--- config.mk ---
export PLATFORM = sky130hd
export DESIGN_NAME = uart_tx_ctrl
export DESIGN_NICKNAME = d
export VERILOG_FILES = /design/src/rtl/uart_tx_ctrl.sv
export SDC_FILE = /design/constraint.sdc
export NUM_CORES = 1
export LEC_CHECK = 0
export BUFFER_PORTS_ARGS = -buffer_cell sky130_fd_sc_hd__buf_2
export CAP_MARGIN = 30
export CORE_ASPECT_RATIO = 1.5
export CORE_MARGIN = 2
export CORE_UTILIZATION = 26
export DETAILED_ROUTE_END_ITERATION = 10
export PLACE_DENSITY = 0.53
export SYNTH_ARGS = -nofsm -noshare
export SYNTH_HDL_FRONTEND = slang
export SYNTH_SLANG_ARGS = --single-unit
--- constraint.sdc ---
create_clock -name clk -period 1.75 [get_ports clk]
set_input_delay 0.4375 -clock clk [delete_from_list [all_inputs] [get_ports clk]]
set_output_delay 0.4375 -clock clk [all_outputs]
set_load 0.01 [all_outputs]
--- src/rtl/uart_tx_ctrl.sv ---
// uart_tx_ctrl: start, 8 data bits LSB first, optional even parity, stop; define UART_TX_PARITY_EN for 8E1, else 8N1.
// TX_OUT drops on the accept edge, frame is 10/11 bit times; tx_start is ignored while tx_busy is high.
module uart_tx_ctrl #(
    parameter int CLKS_PER_BIT = 16
) (
    input  logic       clk,
    input  logic       rst,
    input  logic       tx_start,
    input  logic [7:0] TX_DATA,
    input  logic       PARITY_BIT,
    output logic       load_data,
    output logic       TX_OUT,
    output logic       tx_busy,
    output logic       tx_done,
    output logic [2:0] tx_state
);
    localparam int CW = $clog2(CLKS_PER_BIT);
    localparam logic [CW-1:0] BAUD_LAST = CW'(CLKS_PER_BIT - 1);

    typedef enum logic [2:0] {
        IDLE   = 3'd0,
        START  = 3'd1,
        DATA   = 3'd2,
        PARITY = 3'd3,
        STOP   = 3'd4
    } state_t;

    // Plain vector so the illegal codes 5-7 stay representable and recoverable.
    logic [2:0]    state;
    logic [CW-1:0] baud_cnt;
    logic [2:0]    bit_cnt;
    logic [7:0]    shreg;
    logic          bit_end;
`ifdef UART_TX_PARITY_EN
    logic          par_bit;
`else
    logic          unused_parity;
    assign unused_parity = PARITY_BIT;
`endif

    assign load_data = tx_start & (state == IDLE) & ~rst;
    assign bit_end   = (baud_cnt == BAUD_LAST);
    assign tx_state  = state;

    always_ff @(posedge clk or posedge rst) begin
        if (rst) begin
            state    <= IDLE;
            TX_OUT   <= 1'b1;
            tx_busy  <= 1'b0;
            tx_done  <= 1'b0;
            baud_cnt <= '0;
            bit_cnt  <= '0;
            shreg    <= '0;
`ifdef UART_TX_PARITY_EN
            par_bit  <= 1'b0;
`endif
        end else begin
            tx_done  <= 1'b0;
            baud_cnt <= bit_end ? '0 : baud_cnt + 1'b1;
            case (state)
                IDLE: begin
                    baud_cnt <= '0;
                    if (load_data) begin
                        shreg   <= TX_DATA;
`ifdef UART_TX_PARITY_EN
                        par_bit <= PARITY_BIT;
`endif
                        state   <= START;
                        TX_OUT  <= 1'b0;
                        tx_busy <= 1'b1;
                    end
                end
                START: begin
                    if (bit_end) begin
                        state   <= DATA;
                        TX_OUT  <= shreg[0];
                        bit_cnt <= '0;
                    end
                end
                DATA: begin
                    if (bit_end) begin
                        shreg   <= {1'b0, shreg[7:1]};
                        bit_cnt <= bit_cnt + 3'd1;
                        if (bit_cnt == 3'd7) begin
`ifdef UART_TX_PARITY_EN
                            state  <= PARITY;
                            TX_OUT <= par_bit;
`else
                            state  <= STOP;
                            TX_OUT <= 1'b1;
`endif
                        end else begin
                            TX_OUT <= shreg[1];
                        end
                    end
                end
`ifdef UART_TX_PARITY_EN
                PARITY: begin
                    if (bit_end) begin
                        state  <= STOP;
                        TX_OUT <= 1'b1;
                    end
                end
`endif
                STOP: begin
                    TX_OUT <= 1'b1;
                    if (bit_end) begin
                        state   <= IDLE;
                        tx_done <= 1'b1;
                        tx_busy <= 1'b0;
                    end
                end
                default: begin
                    state    <= IDLE;
                    TX_OUT   <= 1'b1;
                    tx_busy  <= 1'b0;
                    baud_cnt <= '0;
                end
            endcase
        end
    end
endmodule

==> reports/metrics.yaml, run 1 <==
run_status: "finished, final reports clean"
antenna_found_initial: 0
fp.dieH_um: 84.8
io_pins: 19
slew_headroom: 0.706
fin_util: 0.331
fin_area_um2: 1390
track_usage: 0.113
skew_ns: 0.00188
grt_pass1_vias: 977
drt_iter0_drc: 8
layout-drive-gt1-share: 0.324
fp-row-count: 29
synth_fp_nets: 125
crit_arrival_ns: 1.26
total_power_mw: 0.846
cts_buffers: 3
grt_pass1_wl_mm: 4.33
pre_cts_slack_ns: 0.0786
yosysWarnings: 0
antenna_cells: 0
coreArea_um2: 4210
fin_crit_sh: 0.971
post-route-min-period_ns: 1.70
clock-sinks: 21
clock_path_buffers: 2
drc: 0
grt_max_degree: 22
rsz0062_at_grt: "yes"
clkPwrFrac: 0.392
p_int_mw: 0.656
required_ns: 1.31
yosys-top-cells-count: "dfrtp_1 (20), inv_1 (10), or3_1 (10)"
leakage_nw: 0.645
synthFlopType: "dfrtp_1"
avgRoutedWirePerCell_um: 14.0
ys_ff_latch: 21
syn-cell-area_um2: 1130
clk_pin_slew_ns: 0.08
synth_top_area_cell: "dfrtp_1"
p_sw_mw: 0.190
timing.rr.start: "tx_state[2]"
synth.most_common_cell: "dfrtp_1"
num_vias: 934
first_pass_iters: 4
cts_root_buffer: "clkbuf_8"
finalSetupViolCount: 0
tightest_slew_ns: 0.436
drv_cap: 0
yosys.area.top_type_share: 0.442
yosysUniqueCellTypes: 34
gp_congestion: 0.713
power_density_nw_per_um2: 608
gr-total-overflow: 0
synth_edf_count: 0
port_buffers: 17
netSwitchingFraction: 0.225
die_area_um2: 4910
avgViaCountPerCell: 5.13
hold_viol: 0
synth.area.top_cells: "dfrtp_1 (44%), o221a_1 (7.0%), or3_1 (5.5%), ha_1 (3.3%), inv_1 (3.3%)"
path_max_fanout: 3
cts.htree.levels: 1
initial_core_util: 0.269
slew_viol_final: 0
reg2reg_to: "shreg[0]"
async_flop_share: 1.00
combPwrFrac: 0.035
post_dp_cell_area_um2: 1310
dr.max_layer_used: "met4"
wl_met1_mm: 1.05
cp-start-kind: "flop"
worstSetupEndpointType: "primary output"
fmax_ghz: 0.588
worstSetupPathType: "flop to primary output"
final_antenna_net_count: 0
hp-class: "input port to async pin"
p_seq_frac: 0.573
wl_met2_mm: 1.37
place_hpwl_mm: 1.93
met3WireLength_um: 86
reg2reg_slack_ns: 0.07
final_net_count: 152
seq_area_frac_synth: 0.465
die_x_um: 57.9
peakVddDrop_mv: 0.420
layout.cells.non_filler: 182
postCtsHoldBufs: 0
insertion_delay_ns: 0.27
areaGrowthSynthToFinish_pct: 22.9
ff2ff_path_depth: 4
wl_mm: 2.56
dp.cells: 176
timing.final.ws_setup_ns: 0.0501
cts_tree: "built"
synthCells: 110
syn_avg_cell_area_um2: 10.3
## cell type report
type                            count  area [um2]
Inverter                           10        37.5
Timing Repair Buffer               31         190
Multi-Input combinational cell     70         529
Fill cell                         439        2820
Clock inverter                      1        5.00
Sequential cell                    21         531
Clock buffer                        3        41.3
Tap cell                           46        57.6
## registers in the layout, indices dropped and copies added (netlist names)
name      count
shreg         8
baud_cnt      4
bit_cnt       3
tx_state      3
TX_OUT        1
tx_busy       1
tx_done       1
## critical path, cell delays in order, from the launching register on
cell     delay (ns)
dfrtp_2        0.43
buf_4          0.16
nor3_4         0.14
nand2_2        0.10
inv_1          0.06
buf_2          0.12
## power groups by stage
stage / registers [mW] / logic (mW) / clock network [mW]
after floorplan: 0.494 / 0.0114 / 0
after global placement: 0.494 / 0.0293 / 0
after detailed placement: 0.494 / 0.0303 / 0
after CTS: 0.485 / 0.0303 / 0.343
after global routing: 0.485 / 0.0347 / 0.356
final: 0.485 / 0.0296 / 0.332
## layout by cell type, fill, tap and decap left out, types with 3 or more instances in the layout
cell / instances
and3_1: 3
inv_1: 10
nor2_1: 3
o21ai_0: 7
buf_2: 17
dfrtp_2: 3
a21oi_1: 7
dfrtp_1: 17
o221a_1: 7
o41ai_1: 3
clkbuf_8: 3
buf_4: 14
or3_1: 10
ha_1: 3
## metal layers
metal,GRT usage,vias to the layer above
met2,0.206,16
li1,-,456
met1,0.125,457
met5,0,-
met4,0.0507,0
met3,0.0198,5
## worst max path at each step
| stage | start | end | slack (ns) | cells past startpoint |
|---|---|---|---|---|
| finish | tx_state[2] | load_data | 0.05 | 5 |
| floorplan | tx_state[0] | shreg[0] | 0.12 | 5 |
| global route | tx_state[2] | load_data | -0.02 | 5 |
| global placement | tx_state[1] | shreg[5] | 0.09 | 3 |
| detailed placement | tx_state[1] | shreg[2] | 0.08 | 3 |
| CTS | tx_state[1] | load_data | 0.02 | 4 |
## what timing repair did
item	4_1_cts	5_1_grt
gates resized for setup	3	4
setup endpoints to repair	2	7
buffers inserted	3	0
pin swaps	0	2
## metrics by stage
stage	hold slack (ns)	TNS [ns]
after floorplan	0.413	0
final	0.203	0
after detailed placement	0.486	0
after global routing	0.238	-0.0229
after global placement	0.482	0
after CTS	0.209	0
## cell families after synthesis
group / count (synthesis) / synth area share
AOI/OAI and AO/OA: 32 / 0.223
and+or+nand+nor: 32 / 0.176
DFF: 21 / 0.465
buffers and inverters: 19 / 0.0796
xor gates and xnor gates: 3 / 0.0232
adders and majority gates: 3 / 0.0332
(Power assumes the default switching activity.)
==> inputs of run 2 (changes only) <==
BUFFER_PORTS_ARGS = -buffer_cell sky130_fd_sc_hd__clkbuf_2   (was -buffer_cell sky130_fd_sc_hd__buf_2)
==> reports/metrics.yaml, run 2 (same netlist as run 1, synthesis figures left out) <==
die_x_um: 57.9  # unchanged
wl_mm: 2.45  # was 2.56 mm
gp_congestion: 0.806  # was 0.713
finalSetupViolCount: 0  # unchanged
regArea_um2: 529  # was 531 um2
fin_crit_sh: 0.951  # was 0.971
antenna_cells: 0  # unchanged
clk_pin_slew_ns: 0.08  # about the same
drt_iter0_drc: 5  # was 8
setup_tns_ns: 0  # unchanged
die_area_um2: 4910  # unchanged
clock-sinks: 21  # unchanged
peakVddDrop_mv: 0.340  # was 0.420 mV
antenna_found_initial: 0  # unchanged
avgViaCountPerCell: 5.15  # was 5.13
drc: 0  # unchanged
p_sw_mw: 0.170  # was 0.190 mW
required_ns: 1.31  # about the same
worstSetupEndpointType: "primary output"  # unchanged
pre_cts_slack_ns: 0.103  # was 0.0786 ns
post-route-min-period_ns: 1.66  # was 1.70 ns
initial_core_util: 0.269  # unchanged
p_int_mw: 0.659  # was 0.656 mW
slew_viol_final: 0  # unchanged
cts_root_buffer: "clkbuf_8"  # unchanged
port_buffers: 17  # unchanged
crit_family: "flip-flops"  # unchanged
track_usage: 0.110  # was 0.113
hp-class: "input port to async pin"  # unchanged
slew_headroom: 0.674  # was 0.706
fmax_ghz: 0.601  # was 0.588 GHz
combPwrFrac: 0.035  # about the same
timing.final.ws_setup_ns: 0.0865  # was 0.0501 ns
fin_area_um2: 1350  # was 1390 um2
clkPwrFrac: 0.380  # was 0.392
run_status: "finished, final reports clean"  # unchanged
worstSetupPathType: "flop to primary output"  # unchanged
rsz0062_at_grt: "no"  # was yes
tightest_slew_ns: 0.484  # was 0.436 ns
first_pass_iters: 4  # unchanged
nFillCells: 437  # was 439
grt_pass1_vias: 982  # was 977
fin_util: 0.321  # was 0.331
largest-register: "shreg"  # unchanged
cts.htree.levels: 1  # unchanged
cts_buffers: 3  # unchanged
netSwitchingFraction: 0.205  # was 0.225
areaGrowthSynthToFinish_pct: 19.2  # was 22.9%
layout_common_cells: "dfrtp_1 (18), clkbuf_2 (17), inv_1 (10), or3_1 (10), buf_4 (10)"  # was dfrtp_1 (17), buf_2 (17), buf_4 (14)
postCtsHoldBufs: 0  # unchanged
crit_slowest_cell: "dfrtp_2"  # unchanged
skew_ns: 0.00835  # was 0.00188 ns
num_vias: 917  # was 934
power_density_nw_per_um2: 614  # was 608 nW/um2
drv_cap: 0  # unchanged
layout-drive-gt1-share: 0.280  # was 0.324
gr-total-overflow: 0  # unchanged
insertion_delay_ns: 0.26  # was 0.27 ns
cp-start-kind: "flop"  # unchanged
grt_max_degree: 13  # was 22
layout_commonest_cell: "dfrtp_1"
grt_pass1_wl_mm: 4.31  # was 4.33 mm
io_pins: 19  # unchanged
cts_tree: "built"  # unchanged
coreArea_um2: 4210  # unchanged
final_antenna_net_count: 0  # unchanged
path_buf_inv: 2  # was 3
leakage_nw: 0.622  # was 0.645 nW
crit_arrival_ns: 1.23  # was 1.26 ns
hold_viol: 0  # unchanged
post_cts_buffers: 0  # was 3
path_max_fanout: 7  # was 3
p_seq_frac: 0.585  # was 0.573
post_dp_cell_area_um2: 1300  # was 1310 um2
clock_path_buffers: 2  # unchanged
largest_reg_flops: 8  # unchanged
reg2reg_slack_ns: 0.11  # was 0.07 ns
max_stage_delay_ns: 0.46  # was 0.43 ns
place_hpwl_mm: 1.97  # was 1.93 mm
final_net_count: 148  # was 152
reg_top3: "shreg: 8 flops, baud_cnt: 4 flops"  # unchanged
multi_input_area_um2: 520  # was 529 um2
avgRoutedWirePerCell_um: 13.8  # was 14.0 um
fp-row-count: 29  # unchanged
fp.dieH_um: 84.8  # unchanged
cp_cell_sequence: "nor3_2 -> nand2_1 -> inv_1 -> clkbuf_2"  # was buf_4 -> nor3_4 -> nand2_2 -> inv_1 -> buf_2
[run 2: layout make-up]
class                   instances  area share
flip-flops and latches         21       0.392
multi-input cells              70       0.386
repair buffers                 27       0.119
well taps                      46      0.0426
clock buffers                   4      0.0334
inverters                      10      0.0278
[run 2: power groups by stage]
stage	clock network [mW]	logic, mW	registers, mW
floorplan	0	0.0114	0.494
global placement	0	0.0293	0.494
detailed placement	0	0.0304	0.494
CTS	0.328	0.0305	0.485
global route	0.344	0.0338	0.485
finish	0.315	0.0291	0.485
[run 2: stage by stage]
stage,std cells,hold slack (ns),total power [mW]
4_1_cts,178,0.182,0.843
5_1_grt,178,0.207,0.863
2_1_floorplan,110,0.413,0.506
6_report,178,0.164,0.829
3_3_place_gp,174,0.462,0.524
3_5_place_dp,174,0.469,0.525
[run 2: path summary, 6_finish.rpt]
kind | startpoint | to | depth (start not counted)
max in group asynchronous | rst | bit_cnt[1] | 3
min in group clk | TX_DATA[7] | shreg[7] | 3
setup / recovery | tx_state[0] | load_data | 4
setup reg to reg | tx_state[0] | shreg[6] | 3
hold reg to reg | baud_cnt[0] | baud_cnt[0] | 1
hold / removal | rst | shreg[4] | 2
[run 2: worst register-to-register path: cells and delay by family, from the launching register on]
family	cells	cell delay [ns]
AND/OR/NAND/NOR	2	0.95
AO/OA/AOI/OAI	1	0.13
flip-flops	1	0.46
[run 2: what timing repair did]
| action | CTS | global route |
|---|---|---|
| pin swaps | 0 | 0 |
| resized for setup | 1 | 2 |
| endpoints found under the setup margin | 1 | 1 |
[run 2: layer usage]
layer | share of wire | GRT usage
met5 | 0 | 0
met1 | 0.40 | 0.118
met3 | 0.033 | 0.0137
met2 | 0.56 | 0.213
met4 | 0.0090 | 0.0381
